--- src/rtl/param_register_file.sv ---
// param_register_file: parametrised general-purpose register file for the 8-bit datapath.
// One synchronous write port, two combinational read ports, a buffer register and a
// hardware context save/restore engine that copies one register per cycle to/from a
// shadow bank.
//
// Optional feature macro: REGFILE_WR_BYPASS_EN
//   defined   -> write-through: read ports show Wr_data when writing the selected
//                register (and not busy); Buff_out shows Buff_in while Buff_wr=1.
//   undefined -> reads return stored values only.
//
// Ports:
//   Reg_clk, Reg_rst_n            clock, async active-low reset
//   Wr_en, Wr_sel, Wr_data        general register write (dropped while Ctx_busy)
//   Rd_sel_a/b, Rd_data_a/b       combinational read ports
//   Buff_wr, Buff_in, Buff_out    buffer register (independent of context engine)
//   Ctx_save, Ctx_restore         context transfer requests (sampled in IDLE only)
//   Ctx_busy, Ctx_done            transfer in progress / one-cycle completion pulse
//   Regs_flat                     all registers, reg i at [i*DATA_W +: DATA_W]
module param_register_file #(
  parameter int unsigned DATA_W   = 8,
  parameter int unsigned NUM_REGS = 4,
  localparam int unsigned SEL_W   = $clog2(NUM_REGS)
) (
  input  logic                         Reg_clk,
  input  logic                         Reg_rst_n,
  input  logic                         Wr_en,
  input  logic [SEL_W-1:0]             Wr_sel,
  input  logic [DATA_W-1:0]            Wr_data,
  input  logic [SEL_W-1:0]             Rd_sel_a,
  output logic [DATA_W-1:0]            Rd_data_a,
  input  logic [SEL_W-1:0]             Rd_sel_b,
  output logic [DATA_W-1:0]            Rd_data_b,
  input  logic                         Buff_wr,
  input  logic [DATA_W-1:0]            Buff_in,
  output logic [DATA_W-1:0]            Buff_out,
  input  logic                         Ctx_save,
  input  logic                         Ctx_restore,
  output logic                         Ctx_busy,
  output logic                         Ctx_done,
  output logic [NUM_REGS*DATA_W-1:0]   Regs_flat
);

  typedef enum logic [1:0] {
    ST_IDLE    = 2'd0,
    ST_SAVE    = 2'd1,
    ST_RESTORE = 2'd2
  } state_t;

  state_t              state_q, state_d;
  logic [SEL_W-1:0]    idx_q, idx_d;
  logic                done_q, done_d;
  logic                last_idx;
  logic                wr_ok;

  logic [DATA_W-1:0]   regs_q   [NUM_REGS];
  logic [DATA_W-1:0]   shadow_q [NUM_REGS];
  logic [DATA_W-1:0]   buff_q;

  assign last_idx = (idx_q == SEL_W'(NUM_REGS - 1));
  assign Ctx_busy = (state_q != ST_IDLE);
  assign Ctx_done = done_q;
  assign wr_ok    = Wr_en && (state_q == ST_IDLE);

  // FSM state, transfer index and done pulse registers
  always_ff @(posedge Reg_clk or negedge Reg_rst_n) begin
    if (!Reg_rst_n) begin
      state_q <= ST_IDLE;
      idx_q   <= '0;
      done_q  <= 1'b0;
    end else begin
      state_q <= state_d;
      idx_q   <= idx_d;
      done_q  <= done_d;
    end
  end

  // Next-state logic; save wins over restore when both are requested
  always_comb begin
    state_d = state_q;
    idx_d   = idx_q;
    done_d  = 1'b0;
    unique case (state_q)
      ST_IDLE: begin
        idx_d = '0;
        if (Ctx_save)         state_d = ST_SAVE;
        else if (Ctx_restore) state_d = ST_RESTORE;
      end
      ST_SAVE, ST_RESTORE: begin
        if (last_idx) begin
          state_d = ST_IDLE;
          idx_d   = '0;
          done_d  = 1'b1;
        end else begin
          idx_d = idx_q + SEL_W'(1);
        end
      end
      default: begin
        state_d = ST_IDLE;
        idx_d   = '0;
      end
    endcase
  end

  // General registers: restore copy has the port while busy, external writes only in IDLE
  always_ff @(posedge Reg_clk or negedge Reg_rst_n) begin
    if (!Reg_rst_n) begin
      for (int i = 0; i < NUM_REGS; i++) regs_q[i] <= '0;
    end else if (state_q == ST_RESTORE) begin
      regs_q[idx_q] <= shadow_q[idx_q];
    end else if (wr_ok) begin
      regs_q[Wr_sel] <= Wr_data;
    end
  end

  // Shadow bank, filled one register per cycle during SAVE
  always_ff @(posedge Reg_clk or negedge Reg_rst_n) begin
    if (!Reg_rst_n) begin
      for (int i = 0; i < NUM_REGS; i++) shadow_q[i] <= '0;
    end else if (state_q == ST_SAVE) begin
      shadow_q[idx_q] <= regs_q[idx_q];
    end
  end

  // Buffer register, unaffected by context transfers
  always_ff @(posedge Reg_clk or negedge Reg_rst_n) begin
    if (!Reg_rst_n)   buff_q <= '0;
    else if (Buff_wr) buff_q <= Buff_in;
  end

  // Read ports and buffer output
`ifdef REGFILE_WR_BYPASS_EN
  assign Rd_data_a = (wr_ok && (Wr_sel == Rd_sel_a)) ? Wr_data : regs_q[Rd_sel_a];
  assign Rd_data_b = (wr_ok && (Wr_sel == Rd_sel_b)) ? Wr_data : regs_q[Rd_sel_b];
  assign Buff_out  = Buff_wr ? Buff_in : buff_q;
`else
  assign Rd_data_a = regs_q[Rd_sel_a];
  assign Rd_data_b = regs_q[Rd_sel_b];
  assign Buff_out  = buff_q;
`endif

  for (genvar g = 0; g < NUM_REGS; g++) begin : g_flat
    assign Regs_flat[g*DATA_W +: DATA_W] = regs_q[g];
  end

endmodule

--- config.mk ---
export PLATFORM = sky130hd
export DESIGN_NAME = param_register_file
export DESIGN_NICKNAME = d
export VERILOG_FILES = /design/src/rtl/param_register_file.sv
export SDC_FILE = /design/constraint.sdc
export NUM_CORES = 1
export LEC_CHECK = 0
export CAP_MARGIN = 10
export CORE_MARGIN = 4
export CORE_UTILIZATION = 45
export DETAILED_ROUTE_END_ITERATION = 7
export PLACE_DENSITY = 0.71
export SLEW_MARGIN = 10
export SYNTH_ARGS = -nofsm -noshare
export SYNTH_HDL_FRONTEND = slang
export SYNTH_SLANG_ARGS = --single-unit
--- constraint.sdc ---
create_clock -name Reg_clk -period 2.3 [get_ports Reg_clk]
set_clock_uncertainty 0.15 [all_clocks]
set_input_delay 0.575 -clock Reg_clk [delete_from_list [all_inputs] [get_ports Reg_clk]]
set_output_delay 0.575 -clock Reg_clk [all_outputs]
set_load 0.05 [all_outputs]
==> summary.txt <==
CTS
  – Skew-Pair Late Insertion Delay: 0.36 ns
  – Clk sinks: 77
  – H-tree depth: 3
  – Maximum clock insertion buffer count: 2
  – Root buf cell: clkbuf_8
  – TritonCTS Buffers: 9
  – Reg clk slew, reported paths: 0.08 ns
  – # Post-CTS Setup Buffers: 0
  – TritonCTS clock tree: built

Synth
  – Seq cells post-synth: 77
  – Count of different cell masters after synthesis: 35
  – Avg Cell Area, Syn: 11.92 sq um
  – Post-synth EDFFs: 0
  – Post-synthesis sequential area ratio: 0.4275
  – YS warnings: 0
  – Syn Inst Count: 378
  – Syn Nets: 414
  – Ys async rst share: 1.000
  – Synth Flop Type: dfrtp_1
  – Mapped cell area: 4507 sq um

Global route
  – First-pass GRT wire length: 21020 microns
  – Initial antenna violation count: 0
  – Grt total ovfl: 0
  – Vias in the first global route: 3863
  – Total GRT Usage: 0.2395
  – Largest net degree at the start of global routing: 34

Timing
  – Hold Vio Cnt, Final: 0
  – Setup TNS: 0 ns
  – Fmax: 0.4407 GHz
  – Final setup violation count: 0
  – Max transition margin: 0.6515
  – Period utilization: 0.9867
  – Slew Limit Fails: 0
  – Fin worst setup slack: 0.03065 ns
  – Tmin final: 2.269 ns
  – Tightest Pin Transition: 0.5219 ns

Power and ir drop
  – Clk network pwr share: 0.129
  – Internal cell power: 0.004746 W
  – Pleak: 2.494 nW
  – Pwr per Cell Area: 1572 nW/um^2
  – Share of power burned in registers: 0.274
  – Psw: 0.004469 W
  – Comb pwr share: 0.596
  – IR Drop Worst-Case VDD: 1.243 mV
  – Sw Share: 0.4850

Routing
  – Avg Vias per Cell: 6.139
  – Routed wire length: 13470 microns
  – Post-route DRC violation count: 0
  – Wire per inst: 22.01 microns
  – DRT Pass-1 Iters: 5
  – Initial DRC Count: 282
  – Vias post-DR: 3757
  – Final ANT Viol Nets: 0

Final layout
  – Util after Layout: 0.5996
  – Post-route design area: 5861 sq um
  – Share of layout cells above drive strength 1: 0.3737
  – Area grow syn2layout: 30.04%
  – Non-Filler Instances: 612
  – Number of antenna diodes: 0
  – Nets: 510

Floorplan
  – Die width: 108.1 microns
  – Die height: 108.1 microns
  – Starting Density: 0.4611
  – Ports: 86
  – Core Area: 9774 sq um
  – Total Die Area: 11680 sq um
  – Cell row count: 36

Outcome
  – Status: finished clean

Placed design
  – Dpl hpwl: 9896 microns
  – Post-DP Area: 5559 sq um
  – PortBufs: 85
  – Placement Setup Slack: -0.4014 ns
  – Post-Place Cells: 595
  – GPL Wtd Cong: 0.9451

Job
  – # Max-Cap Violations: 0

Worst setup path
  – Endpoint type of the worst setup path: output port
  – Delay-heaviest family, CP: multiplexers
  – Terminus of the critical flop-to-flop path: Regs_flat[23]
  – Worst EP required: 1.57 ns
  – Crit path DAT: 1.54 ns
  – WP buf/inv: 1
  – CP Cell Sequence: mux4_2 > buf_8
  – Crit-path slowest cell: mux4_2
  – CP Launch Type: flop
  – Worst path max stage delay: 0.54 ns
  – Critical-path maximum fanout: 5
  – Cell count of the worst reg-to-reg path: 6
  – Reg-to-reg slack, setup: 0.25 ns
  – RR Startpoint: state_q[0]
  – Kind of critical path: flop to output port

Hold path
  – Worst hold start: shadow_q[0]
  – Worst Hold Endpoint: shadow_q[0]
  – Hold path depth: 1
  – Hold Crit Class: flop to flop
repair_timing:
action	CTS	global route
setup endpoints to repair	17	3
hold buffers	1	0
resized for setup	29	3
hold endpoints to repair	6	0
cloned	0	0
cell usage after synthesis, types with 2 or more instances:
cell type  count  area, sq um
and3b_1        2        17.52
mux4_1         4        105.1
and3b_2        2        20.02
a211oi_1      32        240.2
a31oi_1       32        200.2
a22oi_1       32        240.2
mux2_2        56        630.6
and2b_1        2        15.01
and3_1         3        18.77
buf_1         18        67.56
buf_4          3        22.52
dfrtp_1       77         1927
and2_1         7        43.79
o21ai_0        2        10.01
nand2_1       37        138.9
a21o_1         4        30.03
and4b_1        2        20.02
ha_1           8        100.1
nor2b_1        8        50.05
mux4_2        20        450.4
clkbuf_1       5        18.77
buf_2          5        25.02
inv_1          5        18.77
worst max-delay path by stage:
stage / from / endpoint / slack (ns) / cells after the start
finish: Regs_flat[24] / Rd_data_a[0] / 0.03 / 2
global route: Buff_out[4] / Buff_out[4] / -0.02 / 1
CTS: Regs_flat[24] / Rd_data_a[0] / 0.03 / 2
detailed placement: Rd_sel_a[0] / Rd_data_a[7] / -0.40 / 4
global placement: Rd_sel_b[0] / Rd_data_b[1] / -0.39 / 4
floorplan: Rd_sel_a[0] / Rd_data_a[0] / 0.08 / 2
sequential cells by signal (all words and copies together) (netlist names):
name,flops
shadow_q,32
Ctx_done,1
idx_q,2
Regs_flat,32
state_q,2
Buff_out,8
cell usage in the layout, fill, tap and decap left out, drive strengths merged, types with 7 or more instances in the layout:
master,netlist,routed
a211oi,32,32
a22oi,32,32
a31oi,32,32
and2,7,7
buf,28,84
clkbuf,6,10
clkdlybuf4s50,0,28
dfrtp,77,77
ha,8,8
inv,5,7
mux2,56,56
mux4,24,24
nand2,37,37
nor2b,8,8
final cells by class:
class	count	area [sq um]
multi-input combinational	261	2392
clock inverter	6	92.59
sequential	77	1927
timing repair buffer	119	1122
tap	133	166.4
fill	829	3914
clock buffer	10	137.6
inverter	6	22.52
power by group through the flow:
stage | clock network (W) | logic [W] | registers (W)
after detailed placement | 0 | 0.00535 | 0.00254
after CTS | 0.00120 | 0.00550 | 0.00252
after global placement | 0 | 0.00528 | 0.00251
after floorplan | 0 | 0.00276 | 0.00343
final | 0.00119 | 0.00550 | 0.00253
after global routing | 0.00128 | 0.00580 | 0.00261
routing by layer:
metal	wire, microns	track usage
met1	5542	0.3345
met2	6157	0.3619
met3	1321	0.05552
met4	451	0.09648
met5	0	0
per-stage QoR:
step | total power [W] | hold WS, ns
after floorplan | 0.006186 | 0.1294
after global placement | 0.007782 | 0.3320
after detailed placement | 0.007889 | 0.3365
after CTS | 0.009219 | 0.3570
after global routing | 0.009688 | 0.3624
final | 0.009216 | 0.3546
worst reg2reg max path, cell delays in order (launching register included):
cell     delay (ns)
dfrtp_1        0.41
inv_1          0.09
ha_1           0.18
buf_4          0.24
and3b_1        0.45
a22oi_1        0.19
a31oi_1        0.25
kinds of logic after synthesis:
group	share of synthesized area
AOI/OAI and AO/OA	0.1638
adders and majority gates	0.02221
buffers and inverters	0.04164
DFF	0.4275
muxes	0.2632
and+or+nand+nor	0.08162
Power figures use the tool's default switching activity.
